File: src/rtl/hazard_ctrl.sv
// rtl/hazard_ctrl.sv - decode-stage pipeline interlock controller
// Inputs : Clock, nReset (async, active-low), IdRsAddr/IdRtAddr/IdUsesRs/IdUsesRt/IdMULOp
//          (decode operands), ExMemRead/ExRAddr (instruction in EX), BranchTaken
// Outputs: PCWrite, IfIdWrite, IfIdFlush, IdExBubble, MulBusy, State (debug)
module hazard_ctrl #(
  parameter int MUL_LAT  = 4,
  parameter int BR_FLUSH = 1
) (
  input  logic       Clock,
  input  logic       nReset,
  input  logic [4:0] IdRsAddr,
  input  logic [4:0] IdRtAddr,
  input  logic       IdUsesRs,
  input  logic       IdUsesRt,
  input  logic       IdMULOp,
  input  logic       ExMemRead,
  input  logic [4:0] ExRAddr,
  input  logic       BranchTaken,
  output logic       PCWrite,
  output logic       IfIdWrite,
  output logic       IfIdFlush,
  output logic       IdExBubble,
  output logic       MulBusy,
  output logic [1:0] State
);

  localparam int MAX_CNT = (MUL_LAT > BR_FLUSH) ? MUL_LAT : BR_FLUSH;
  localparam int CW      = $clog2(MAX_CNT + 1);
  // Counter holds "remaining cycles after this one", hence the -2 preload.
  localparam logic [CW-1:0] MUL_INIT = CW'((MUL_LAT > 1) ? MUL_LAT - 2 : 0);
  localparam logic [CW-1:0] BR_INIT  = CW'((BR_FLUSH > 1) ? BR_FLUSH - 2 : 0);

  typedef enum logic [1:0] {
    RUN      = 2'd0,
    MUL_BUSY = 2'd1,
    FLUSH    = 2'd2
  } state_e;

  state_e        state_q, state_d;
  logic [CW-1:0] cnt_q, cnt_d;
  logic          lu;
  logic          pc_wr, ifid_wr, ifid_fl, idex_bub, mul_bsy;

  // Register 0 is hardwired, so a load targeting it never interlocks.
  assign lu = ExMemRead && (ExRAddr != 5'd0) &&
              ((IdUsesRs && (IdRsAddr == ExRAddr)) ||
               (IdUsesRt && (IdRtAddr == ExRAddr)));

  always_comb begin
    state_d  = state_q;
    cnt_d    = cnt_q;
    pc_wr    = 1'b1;
    ifid_wr  = 1'b1;
    ifid_fl  = 1'b0;
    idex_bub = 1'b0;
    mul_bsy  = 1'b0;
    case (state_q)
      RUN: begin
        if (BranchTaken) begin
          ifid_fl  = 1'b1;
          idex_bub = 1'b1;
          if (BR_FLUSH > 1) begin
            state_d = FLUSH;
            cnt_d   = BR_INIT;
          end
        end else if (lu) begin
          // Single-cycle stall: the load leaves EX on this edge.
          pc_wr    = 1'b0;
          ifid_wr  = 1'b0;
          idex_bub = 1'b1;
        end else if (IdMULOp) begin
          if (MUL_LAT > 1) begin
            state_d = MUL_BUSY;
            cnt_d   = MUL_INIT;
          end
        end
      end
      MUL_BUSY: begin
        pc_wr    = 1'b0;
        ifid_wr  = 1'b0;
        idex_bub = 1'b1;
        mul_bsy  = 1'b1;
        if (cnt_q == '0) state_d = RUN;
        else             cnt_d   = cnt_q - CW'(1);
      end
      FLUSH: begin
        ifid_fl  = 1'b1;
        idex_bub = 1'b1;
        if (cnt_q == '0) state_d = RUN;
        else             cnt_d   = cnt_q - CW'(1);
      end
      default: begin
        state_d = RUN;
        cnt_d   = '0;
      end
    endcase
  end

  always_ff @(posedge Clock or negedge nReset) begin
    if (!nReset) begin
      state_q <= RUN;
      cnt_q   <= '0;
    end else begin
      state_q <= state_d;
      cnt_q   <= cnt_d;
    end
  end

  // Reset forces a frozen, fully-bubbled pipeline regardless of state.
  assign PCWrite    = nReset ? pc_wr    : 1'b0;
  assign IfIdWrite  = nReset ? ifid_wr  : 1'b0;
  assign IfIdFlush  = nReset ? ifid_fl  : 1'b1;
  assign IdExBubble = nReset ? idex_bub : 1'b1;
  assign MulBusy    = nReset ? mul_bsy  : 1'b0;
  assign State      = state_q;

endmodule

File: config.mk
export PLATFORM = sky130hd
export DESIGN_NAME = hazard_ctrl
export DESIGN_NICKNAME = d
export VERILOG_FILES = /design/src/rtl/hazard_ctrl.sv
export SDC_FILE = /design/constraint.sdc
export NUM_CORES = 1
export LEC_CHECK = 0
export CORE_AREA = 2 2 39 41
export CTS_BUF_LIST = sky130_fd_sc_hd__clkbuf_16
export DETAILED_ROUTE_END_ITERATION = 8
export DIE_AREA = 0 0 41 43
export PLACE_DENSITY = 0.69
export SLEW_MARGIN = 25
export SYNTH_ARGS = -nofsm -noshare
export SYNTH_HDL_FRONTEND = slang
export SYNTH_SLANG_ARGS = --single-unit
File: constraint.sdc
create_clock -name Clock -period 3.8 [get_ports Clock]
set_clock_uncertainty 0.2 [all_clocks]
set_input_delay 0.57 -clock Clock [delete_from_list [all_inputs] [get_ports Clock]]
set_output_delay 0.57 -clock Clock [all_outputs]
set_load 0.02 [all_outputs]
[After elaboration in Yosys (flattened, before gate mapping)]
Index checks and enable logic that the tools add are counted.
Word-level totals
  input bits: 22
  logic and storage cells: 46
  register bits after elaboration: 5
Cells by class
  add/sub/neg operators: 1
  multiplexer cells: 23
  eq/ne operators: 9
  reduce and logical (&&, ||, !) cells: 11
Operator list (count)
  3-bit 2-to-1 mux: 4
  5-bit == test: 2
  1-bit 2-to-1 mux: 10
  2-bit 2-to-1 mux: 4
  2-bit != test (second input constant): 4
  4-bit AND reduction: 2
  1-bit one-hot mux with 2 select lines: 3
  3-bit one-hot mux with 2 select lines: 1
  5-bit nonzero test: 1
  1-bit logical AND: 4
  2-bit one-hot mux with 2 select lines: 1
  3-bit zero test: 1
  3-bit by 1-bit subtractor with 3-bit output (second input constant): 1
  2-bit by 1-bit == test with 1-bit output (second input constant): 1
  2-bit == test (second input constant): 1
  2-bit zero test: 1
  2-bit by 1-bit != test with 1-bit output (second input constant): 1
  2-bit OR reduction: 1
  1-bit logical OR: 1

[Depth between registers and ports, before layout]
Gate-level depths: netlist of the first run.
  depth in word-level cells: 8
  depth in mapped cells: 7
  gate-level depth less buffers: 7

[Worst setup path before layout of the first run]
OpenSTA, ideal clock, no wires.
  path kind: input-to-output
  start: input ExRAddr[1]
  end: output PCWrite
  required time: 3.030 ns
  arrival: 1.957 ns
  slack: 1.073 ns
  stages: 5
  path through: or4_1 > o21ai_2 > nor2_1 > a21oi_1 > buf_4
On the way
  longest elaborated chain between the ends: 8
  elaborated cells between the ends (all ways): 12
  classes of those cells: eq/ne (2); mux (4); reduce/logical (6)
RTL lines
  start: declaration: line 17  | input logic [4:0] ExRAddr,
  5-bit == test, on equally long branches: line 46, 47
  1-bit logical AND, on equally long branches: line 46, 47
  1-bit logical OR: line 46  | ((IdUsesRs && (IdRsAddr == ExRAddr)) ||
  1-bit logical AND (*): line 45  | assign lu = ExMemRead && (ExRAddr != 5'd0) &&
  1-bit 2-to-1 mux (*) (2 in series)
  1-bit one-hot mux with 2 select lines (*)
  1-bit 2-to-1 mux (*)
  end: declaration: line 19  | output logic PCWrite,
Mark *: on every way between the ends. The rest lies on a longest branch, timed or not.

[Worst setup path in the final report of the first run]
  start: input ExRAddr[1]
  end: output IdExBubble
On the way
  longest elaborated chain between the ends: 8
  elaborated cells between the ends (all ways): 12
  classes of those cells: eq/ne (2); mux (4); reduce/logical (6)
RTL lines
  5-bit == test, on equally long branches: line 46, 47
  1-bit logical AND, on equally long branches: line 46, 47
  1-bit logical OR: line 46
  1-bit logical AND (*): line 45
  1-bit 2-to-1 mux (*): line 66  | end else if (lu) begin
  1-bit 2-to-1 mux (*): line 59  | if (BranchTaken) begin
  1-bit one-hot mux with 2 select lines (*): line 57  | case (state_q)
  1-bit 2-to-1 mux (*): line 113  | assign IdExBubble = nReset ? idex_bub : 1'b1;
  end: declaration: line 22  | output logic IdExBubble,
Marked as above.

==> impl_metrics.tcl, run 1 <==
set metrics [dict create \
    grt_overflow_total 0 \
    drc 0 \
    hold_viol 0 \
    critPathKind "input pin to primary output" \
    via_count 409 \
    avgSynthCellArea_sq_um 8.26 \
    rows 14 \
    final_max_slew_viol_count 0 \
    synth_nets 72 \
    clk_latency_ns 0.22 \
    crit_buf_inv 2 \
    cts_tree "built" \
    cap_violations 0 \
    path_clk_slew_ns 0.03 \
    drive_above_1_share_pct 5.33 \
    cts_resized 0 \
    initial_utilization_pct 28.7 \
    r2r_slack_ns 2.28 \
    fin_tns_setup_ns 0 \
    ys.warnings.count 0 \
    crit_family "buffers and inverters" \
    leakagePower_nw 0.310 \
    yosys.area.top_type "dfrtp_1" \
    die_area_sq_um 1760 \
    dp_hpwl_um 740 \
    pre_cts_ws_ns 0.310 \
    place_area_sq_um 664 \
    grt_usage_pct 10.9 \
    first_global_vias 344 \
    final_antenna_net_count 0 \
    fp.dieW_um 41 \
    p_int_mw 0.293 \
    synth_most_common_cell "xor2_1" \
    synth.distinct_cells 22 \
    viasPerCell 4.49 \
    ys.flop_type "dfrtp_1" \
    share_seq_of_total_power_pct 18.4 \
    die_h_um 43 \
    synth_async_sr_flop_share_pct 100 \
    min_path_type "flop to flop" \
    antenna_found_initial 0 \
    cts_sinks 4 \
    critPathArrivalTime_ns 2.71 \
    worstPathRequired_ns 3.03 \
    cp-start-kind "input pin" \
    drt_iter0_drc 8 \
    final_core_util_pct 53.4 \
    max_freq_mhz 287 \
    grt_pass1_wl_mm 1.32 \
    h-tree-depth 1 \
    port_buffers 27 \
    area_growth_pct 86.4 \
    rsz0062_at_grt "false" \
    netlist_top_cells_area "dfrtp_1 (25%), xor2_1 (18%), xnor2_1 (6.6%)" \
    ys_top_cells_by_count "xor2_1 (8), dfrtp_1 (4), inv_1 (4), nor2_1 (4)" \
    ir_worst_vdd_mv 0.262 \
    period_share_pct 91.6 \
    fin_area_sq_um 739 \
    place_congestion 0.718 \
    crit_top_cell "clkdlybuf4s50_1" \
    fin_crit_ns 3.48 \
    path_max_fanout 3 \
    clockBufferDepth 2 \
    combPwrFrac_pct 43.3 \
    syn_inst 48 \
    yosysSeqAreaShare_pct 25.2 \
    setup_viol 0 \
    io-pin-count 29 \
    syn_area_sq_um 397 \
    clock_power_share_pct 38.3 \
    synth_top_area_share_pct 25.2 \
    firstDrtPassIters 4 \
    final_cell_count_no_fill 91 \
    diodes 0 \
    worstPathCellList "clkdlybuf4s50_1 > or4_1 > o21ai_2 > nor2_1 > or3_1 > clkdlybuf4s50_1" \
    cts_root_buf "clkbuf_16" \
    synth_edf_count 0 \
    swShare_pct 30.6 \
    postCtsSetupBuffers 0 \
    synth_seq_cells 4 \
    cp_slowest_cell "or4_1" \
    grt_max_degree 8 \
    routed_wl_um 906 \
    final.setup.worst_slack_ns 0.320 \
    power.switching_mw 0.129 \
    cts_buffers 3 \
    wl_per_cell_um 9.96 \
    slowest_delay_ns 0.56 \
    power.density_nw_per_um2 571 \
    critPathCaptureType "primary output" \
    ctsHoldBuffers 0 \
    status "complete, no violations" \
    nets 101 \
    placed_cells 88 \
    core-area_sq_um 1380 \
]
## per-stage QoR
stage | total power, mW | hold slack, ns
final | 0.422 | 0.307
after global placement | 0.257 | 0.283
after floorplan | 0.196 | 0.0744
after global routing | 0.456 | 0.320
after CTS | 0.427 | 0.308
after detailed placement | 0.261 | 0.304
## layout make-up
type | instances | area, sq um
tap | 16 | 20.0
inverter | 4 | 15.0
multi-input combinational | 37 | 259
fill | 138 | 644
clock buffer | 3 | 75.1
timing repair buffer | 27 | 270
sequential | 4 | 100
## tightest hold or removal path, delay by kind of cell, from the launching register on
| kind | cells | cell delay, ns |
|---|---|---|
| flops | 1 | 0.33 |
| compound gates | 1 | 0.06 |
| simple gates | 1 | 0.07 |
## per-layer routing
metal  routed length (um)  share of wire (%)  track usage [%]  up-vias
li1                     -                  -                -      212
met1                  380                 42             13.2      179
met2                  442                 49             17.5       18
met3                   83                9.2             4.71        0
met4                    0                  0             2.00        0
met5                    0                  0                0        -
## path summary, 6_finish.rpt
check | depth (start not counted) | to | from
worst max register to register | 6 | cnt_q[0] | cnt_q[0]
worst max-delay path | 6 | IdExBubble | ExRAddr[1]
worst min-delay path | 2 | cnt_q[2] | cnt_q[2]
max in group asynchronous | 1 | cnt_q[0] | nReset
worst min register to register | 2 | cnt_q[2] | cnt_q[2]
min in group asynchronous | 1 | cnt_q[1] | nReset
## state kept, by name (all words and copies together) (netlist names)
signal,cells
cnt_q,3
State,1
## cell families after synthesis
logic type / synth area share [%]
and+or+nand+nor: 20.5
xor gates and xnor gates: 24.3
DFF: 25.2
AOI/OAI and AO/OA: 13.3
buffers and inverters: 9.46
adders and majority gates: 6.31
other: 0.945
## placed cells by master, fill, tap and decap left out
cell / n
clkdlybuf4s50_1: 27
xor2_1: 8
dfrtp_1: 4
inv_1: 4
nor2_1: 4
xnor2_1: 3
clkbuf_16: 3
nor4_1: 2
nand2b_1: 2
a21oi_1: 2
o21ai_0: 2
nand2_1: 2
ha_1: 2
or4_1: 1
o21ai_2: 1
and2_0: 1
a32oi_1: 1
or3_1: 1
and2_1: 1
nor3b_1: 1
o21a_1: 1
o211ai_1: 1
conb_1: 1
## power groups by stage
stage / logic, mW / clock network [mW] / registers (mW)
floorplan: 0.122 / 0 / 0.0742
finish: 0.183 / 0.162 / 0.0775
CTS: 0.186 / 0.163 / 0.0776
global route: 0.210 / 0.167 / 0.0794
global placement: 0.181 / 0 / 0.0762
detailed placement: 0.184 / 0 / 0.0767
(Power assumes the default switching activity.)
==> inputs of run 2 (changes only) <==
--- a/config.mk
+++ b/config.mk
@@ -10,6 +10,7 @@
 export DETAILED_ROUTE_END_ITERATION = 8
 export DIE_AREA = 0 0 41 43
 export PLACE_DENSITY = 0.69
+export SKIP_LAST_GASP = 1
 export SLEW_MARGIN = 25
 export SYNTH_ARGS = -nofsm -noshare
 export SYNTH_HDL_FRONTEND = slang
==> results of run 2 <==
No change in the layout: final DEF, timing and power equal those of run 1.
==> inputs of run 3 (changes only) <==
--- a/config.mk
+++ b/config.mk
@@ -5,11 +5,12 @@
 export SDC_FILE = /design/constraint.sdc
 export NUM_CORES = 1
 export LEC_CHECK = 0
-export CORE_AREA = 2 2 39 41
+export CAP_MARGIN = 20
+export CORE_MARGIN = 1
+export CORE_UTILIZATION = 30
 export CTS_BUF_LIST = sky130_fd_sc_hd__clkbuf_16
 export DETAILED_ROUTE_END_ITERATION = 8
-export DIE_AREA = 0 0 41 43
-export PLACE_DENSITY = 0.69
+export PLACE_DENSITY = 0.7
 export SKIP_LAST_GASP = 1
 export SLEW_MARGIN = 25
 export SYNTH_ARGS = -nofsm -noshare
==> constraint.sdc (replaced) <==
create_clock -name Clock -period 3.69 [get_ports Clock]
set_clock_uncertainty 0.2 [all_clocks]
set_input_delay 0.5535 -clock Clock [delete_from_list [all_inputs] [get_ports Clock]]
set_output_delay 0.5535 -clock Clock [all_outputs]
set_load 0.02 [all_outputs]
==> impl_metrics.tcl, run 3 (same netlist as run 1, synthesis figures left out) <==
set metrics [dict create \
    power.density_nw_per_um2 590 \
    cts_root_buf "clkbuf_16" \
    min_from "cnt_q[1]" \
    critPathArrivalTime_ns 2.71 \
    hold_viol 0 \
    die_area_sq_um 1470 \
    setup_viol 0 \
    whs_ns 0.296 \
    h-tree-depth 1 \
    crit_family "buffers and inverters" \
    final_max_slew_viol_count 0 \
    rsz0062_at_grt "false" \
    viasPerCell 4.49 \
    diodes 0 \
    drive_above_1_share_pct 5.33 \
    rows 12 \
    mostFrequentLayoutCells "clkdlybuf4s50_1 (27), xor2_1 (8), dfrtp_1 (4), inv_1 (4), nor2_1 (4)" \
    fillers 106 \
    die_h_um 38.4 \
    cts_resized 0 \
    area_growth_pct 85.8 \
    cp_slowest_cell "or4_1" \
    grt_pass1_wl_mm 1.77 \
    path_clk_slew_ns 0.03 \
    port_buffers 27 \
    fin_tns_setup_ns 0 \
    path_max_fanout 3 \
    critPathCaptureType "primary output" \
    reg2reg_depth 6 \
    initial_utilization_pct 33.9 \
    antenna_found_initial 0 \
    core-area_sq_um 1170 \
    nets 101 \
    crit_top_cell "clkdlybuf4s50_1" \
    regArea_sq_um 100 \
    grt_overflow_total 0 \
    final_antenna_net_count 0 \
    ir_worst_vdd_mv 0.486 \
    clk_latency_ns 0.22 \
    worstHoldEndpoint "cnt_q[1]" \
    r2r_end "cnt_q[0]" \
    multi_input_area_sq_um 259 \
    clockBufferDepth 2 \
    cts_sinks 4 \
    via_count 400 \
    grt_max_degree 8 \
    cts_tree "built" \
    cts_buffers 3 \
    fp.dieW_um 38.4 \
    layout_commonest_cell "clkdlybuf4s50_1" \
    drc 0 \
    fin_area_sq_um 737 \
    max_freq_mhz 289 \
    largest_reg_flops 3 \
    firstDrtPassIters 4 \
    cap_violations 0 \
    path_depth 6 \
    first_global_vias 429 \
    dp_hpwl_um 882 \
    r2r_slack_ns 2.20 \
    place_area_sq_um 662 \
    cp-start-kind "input pin" \
    drt_iter0_drc 3 \
    grt_usage_pct 18.4 \
    worstPathRequired_ns 2.94 \
    period_share_pct 93.8 \
    worstPathCellList "clkdlybuf4s50_1 > or4_1 > o21ai_2 > nor2_1 > or3_1 > clkdlybuf4s50_1" \
    worstHoldPathCells 2 \
    ctsHoldBuffers 0 \
    place_congestion 0.676 \
    total_power_mw 0.435 \
    wl_per_cell_um 11.6 \
    routed_wl_mm 1.03 \
    postCtsSetupBuffers 0 \
    regMostFlops "cnt_q" \
    status "complete, no violations" \
    crit_buf_inv 2 \
    critPathKind "input pin to primary output" \
    io-pin-count 29 \
    fin_crit_ns 3.46 \
    slowest_delay_ns 0.57 \
    min_path_type "flop to flop" \
    leakagePower_nw 0.310 \
    crit-reg2reg-launch "cnt_q[0]" \
]
## run 3: cell counts in the layout (fill, tap and decap cells not counted)
No cell type changed its count.
## run 3: layer usage
metal	track usage [%]	part of all wire [%]	up-vias
li1	-	-	212
met2	30.5	49	12
met4	12.9	0	0
met1	18.5	45	176
met5	0	0	-
met3	7.56	6.1	0
## run 3: layout make-up
type / count / share of cell area, %
well taps: 14 / 2.38
multi-input cells: 37 / 35.1
inverters: 4 / 2.04
clock buffers: 3 / 10.2
repair buffers: 27 / 36.7
flip-flops and latches: 4 / 13.6
## run 3: tightest hold or removal path: stages (launching register included)
cell and delay, ns:
dfrtp_1 0.34, nand2_1 0.05, o211ai_1 0.07
## run 3: worst max-delay path by stage
stage	slack [ns]	from	end
4_1_cts	0.22	ExRAddr[1]	IdExBubble
5_1_grt	0.13	ExRAddr[1]	IdExBubble
3_5_place_dp	0.22	ExRAddr[1]	IdExBubble
3_3_place_gp	0.26	ExRAddr[1]	IdExBubble
6_report	0.23	ExRAddr[1]	IdExBubble
2_1_floorplan	1.0	ExRAddr[1]	PCWrite
## run 3: per-stage QoR
| stage | utilization [%] | setup slack, ns | std cells |
|---|---|---|---|
| after global placement | 56.5 | 0.255 | 86 |
| after global routing | 62.9 | 0.128 | 89 |
| after CTS | 62.9 | 0.220 | 89 |
| after floorplan | - | 0.996 | 48 |
| final | 62.9 | 0.227 | 89 |
| after detailed placement | 56.5 | 0.224 | 86 |
## run 3: power by group
| group | internal, mW | leakage, nW | total [mW] | switching (mW) |
|---|---|---|---|---|
| sequential | 0.0662 | 0.0489 | 0.0793 | 0.0131 |
| combinational | 0.0962 | 0.225 | 0.186 | 0.0897 |
| clock | 0.139 | 0.0370 | 0.170 | 0.0311 |
| total | 0.301 | 0.310 | 0.435 | 0.134 |
==> RTL change 1: new RTL, config.mk and constraints of run 3 <==
Reset style: synchronous (`nReset`), changed in one clocked block. Comments in the files are not updated.
--- a/src/rtl/hazard_ctrl.sv
+++ b/src/rtl/hazard_ctrl.sv
@@ -97,5 +97,5 @@
   end
 
-  always_ff @(posedge Clock or negedge nReset) begin
+  always_ff @(posedge Clock) begin
     if (!nReset) begin
       state_q <= RUN;
Function: differs if nReset is asserted again (counterexample within 4 cycles, from zero or initial values and one cycle with nReset low); with nReset held inactive, the same outputs for 10 cycles.
==> RTL change 1 against run 3 <==
  * Final area grew 3.9%
  * Sequential cell count is the same
  * Worst setup slack lost 6.2 ps
  * Synthesized area grew 6.0%
  * Wire length grew 4.1%
  * Non-clock buffer count grew 1
  * Register-to-register slack lost 350 ps
  * Final cell count grew 4.5%
Power is not compared: it rests on default switching activity, and its combinational part moved more than twofold at a synthesized area within 25%.
==> RTL change 1: results (changes against run 3) <==
hold_path.class: "reg -> reg"
cp.arrival_ps: 2720  # about the same
grt_pass1_wl_mm: 1.75  # -0.79%
drt_iter0_markers: 8  # +5
synthCells: 51  # +6.3%
r2r_start: "cnt_q[0]"
viasPerCell: 5.03  # +12%
hold_path_end: "cnt_q[2]"
finalWirelength_mm: 1.08  # +4.1%
critPathMaxFanout: 6  # +3
outcome: "complete, no violations"
ctsResizeCount: 0  # unchanged
placed_area_um2: 691  # +4.3%
irDropWorstVdd_mv: 0.318
grt_max_degree: 9  # +1
drive_gt1_share_pct: 6.41  # +1.1 points
synth_nets: 75  # +4.2%
synth-seq-area-share_pct: 19.0  # -6.2 points
slowest_stage: "clkdlybuf4s50_1"
r2r_slack_ps: 1850  # -350 ps
r2r-end: "cnt_q[1]"
synthFlopType: "dfxtp_1"
io_buffer_count: 27  # unchanged
cts_setup_buffers: 0  # unchanged
synthArstFlopShare_pct: 0  # -100 points
layout.nets: 104  # +3.0%
drt-pass1-iter-count: 4  # unchanged
first_global_vias: 449  # +4.7%
largest_reg_flops: 3  # unchanged
synth.top_cells.by_count: "8 x xor2_1, 6 x inv_1, 4 x dfxtp_1"
synth_area_leaders: "dfxtp_1 19%, xor2_1 17%, ha_1 6.0%"
max_stage_delay_ps: 550  # -20 ps
grt_util_all_layers_pct: 17.5  # -0.95 points
place_hpwl_um: 890  # +0.98%
yosys.cell_types.count: 28  # +27%
min-delay-start: "cnt_q[2]"
gp_congestion: 0.673  # -0.40%
reg2reg_depth: 7  # +1
## RTL change 1: kinds of logic (layout without fill, tap and decap cells)
family	count (synthesis)	in the layout	synth area share, %
compound gates	14	14	26.8
xor+xnor	10	10	20.8
simple gates	10	10	14.9
buf+inv	10	37	11.6
flops	4	4	19.0
fa+ha+maj	2	2	5.95
other cells	1	1	0.892
## RTL change 1: layout make-up
class / instances / area (µm²)
inverters: 6 / 22.5
fillers: 125 / 536
repair buffers: 28 / 278
multi-input cells: 37 / 292
flip-flops and latches: 4 / 80.1
well taps: 15 / 18.8
clock buffers: 3 / 75.1
## RTL change 1: worst max-delay path by stage
| stage | from | to | slack, ps | cells after the start |
|---|---|---|---|---|
| 2_1_floorplan | ExRAddr[1] | PCWrite | 1080 | 4 |
| 3_3_place_gp | ExRAddr[3] | PCWrite | 300 | 6 |
| 3_5_place_dp | ExRAddr[3] | PCWrite | 220 | 6 |
| 4_1_cts | ExRAddr[3] | PCWrite | 220 | 6 |
| 5_1_grt | ExRAddr[3] | PCWrite | 100 | 6 |
| 6_report | ExRAddr[3] | PCWrite | 220 | 6 |
## RTL change 1: worst register-to-register path, cell delays in order, from the launching register on
cell	delay, ps
dfxtp_1	370
inv_1	60
ha_1	190
ha_1	210
nor2b_1	190
a21oi_1	90
a221oi_1	260
o41a_1	190
## RTL change 1: power breakdown
group / internal [mW] / total (mW) / switching [mW]
Clock: 0.139 / 0.172 / 0.0332
Sequential: 0.0458 / 0.0479 / 0.00205
Combinational: 0.0406 / 0.0708 / 0.0301
Total: 0.225 / 0.290 / 0.0654
## RTL change 1: layer usage
| layer | vias up | track usage (%) | wire length [µm] |
|---|---|---|---|
| met1 | 201 | 16.2 | 385 |
| met4 | 0 | 7.76 | 17 |
| met3 | 2 | 5.11 | 71 |
| li1 | 243 | - | - |
| met5 | - | 0 | 0 |
| met2 | 22 | 34.0 | 601 |
## RTL change 1: per-stage QoR
step | hold WS (ps) | std cells | setup slack (ps)
3_3_place_gp | 295 | 90 | 296
6_report | 291 | 93 | 221
3_5_place_dp | 285 | 90 | 219
2_1_floorplan | 257 | 51 | 1080
4_1_cts | 292 | 93 | 215
5_1_grt | 326 | 93 | 103
==> RTL change 2: new RTL, settings of run 3 <==
Without the edit above. Set the parameter `MUL_LAT` to 8 (it was 4).
--- a/src/rtl/hazard_ctrl.sv
+++ b/src/rtl/hazard_ctrl.sv
@@ -4,5 +4,5 @@
 // Outputs: PCWrite, IfIdWrite, IfIdFlush, IdExBubble, MulBusy, State (debug)
 module hazard_ctrl #(
-  parameter int MUL_LAT  = 4,
+  parameter int MUL_LAT  = 8,
   parameter int BR_FLUSH = 1
 ) (
Formal check against the unedited RTL: not equivalent (Yosys sat finds a counterexample within 10 cycles, from zero or initial values and one cycle with nReset low).
==> RTL change 2 against run 3 <==
  * Critical path depth increased by 1
  * Final area increased by 13%
  * Largest cell class is now multi-input gates
  * Final cell count increased by 16%
  * Wire length increased by 1.8%
  * Synthesized area increased by 22%
  * Sequential cell count increased by 1
  * Total power increased by 15%
  * Worst setup slack got worse by 96 ps
  * Via count increased by 20%
  * Largest power group unchanged
==> RTL change 2: results (changes against run 3) <==
outcome: "complete, no violations"
grt_pass1_wl_mm: 1.85  # +4.7%
muxShareOfSynthArea_pct: 2.07  # +2.1 points
cts_hold_buf: 0  # unchanged
r2r-end: "cnt_q[1]"
fill_cells: 154  # +45%
met3_length_um: 49  # -22%
synth_nets: 83  # +15%
wl_met2_um: 574  # +13%
drive_gt1_share_pct: 9.20  # +3.9 points
synth_area_leaders: "dfrtp_1 26%, xnor2_1 18%, ha_1 5.2%"
yosys.cell_types.count: 28  # +27%
largest_reg_flops: 4  # +1
synth_compound_area_share_pct: 17.6  # +4.4 points
first_global_vias: 478  # +11%
synthAdderAreaFrac_pct: 5.18  # -1.1 points
r2r_slack_ps: 1940  # -260 ps
reg2reg_depth: 7  # +1
post-place-ws_ps: 113  # -111 ps
post_drt_wl_per_cell_um: 10.2  # -12%
drt_iter0_markers: 5  # +2
synth_xor_area_share_pct: 18.1  # -6.2 points
grt_util_all_layers_pct: 13.2  # -5.3 points
multi_input_area_um2: 313  # +21%
hold_path_end: "cnt_q[0]"
fin_hold_ws_ps: 317  # +20.8 ps
irDropWorstVdd_mv: 0.214  # -56%
layout.nets: 112  # +11%
synth.top_cells.by_count: "10 x xnor2_1, 5 x dfrtp_1, 5 x nand2_1"
met1_length_um: 429  # -7.3%
placed_area_um2: 754  # +14%
fin_crit_sh_pct: 96.4  # +2.6 points
hold_path_depth: 1  # -1
syn_avg_cell_area_um2: 8.19  # -0.94%
viasPerCell: 4.67  # +3.9%
leakage_nw: 0.345  # +11%
placed_cells: 99  # +15%
min-delay-start: "cnt_q[0]"
gp_congestion: 0.743  # +9.9%
grt_max_degree: 12  # +4
finalWirelength_mm: 1.05  # +1.8%
synth-seq-area-share_pct: 25.9  # +0.67 points
==> RTL change 2: layer usage <==
layer | vias to the layer above | global-route usage, %
met4 | 0 | 5.63
met3 | 0 | 1.29
met5 | - | 0
met1 | 208 | 16.3
li1 | 253 | -
met2 | 20 | 23.1
==> RTL change 2: worst reg2reg max path: stages, from the launching register on <==
cell and delay [ps]:
dfrtp_1 390, inv_1 100, ha_1 180, nand2b_1 70, o21ai_0 310, o21a_1 190, a21oi_2 50, a2bb2oi_1 140
==> RTL change 2: layout make-up <==
class / count / share of cell area (%)
Timing Repair Buffer: 28 / 33.3
Clock inverter: 1 / 0.450
Clock buffer: 3 / 9.01
Multi-Input combinational cell: 45 / 37.5
Tap cell: 16 / 2.40
Sequential cell: 5 / 15.0
Inverter: 5 / 2.25
==> RTL change 2: power breakdown <==
group	internal, mW	leakage (nW)	total (mW)	switching, mW
clock	0.140	0.0423	0.172	0.0316
combinational	0.116	0.244	0.215	0.0989
sequential	0.0825	0.0586	0.114	0.0319
total	0.338	0.345	0.501	0.162
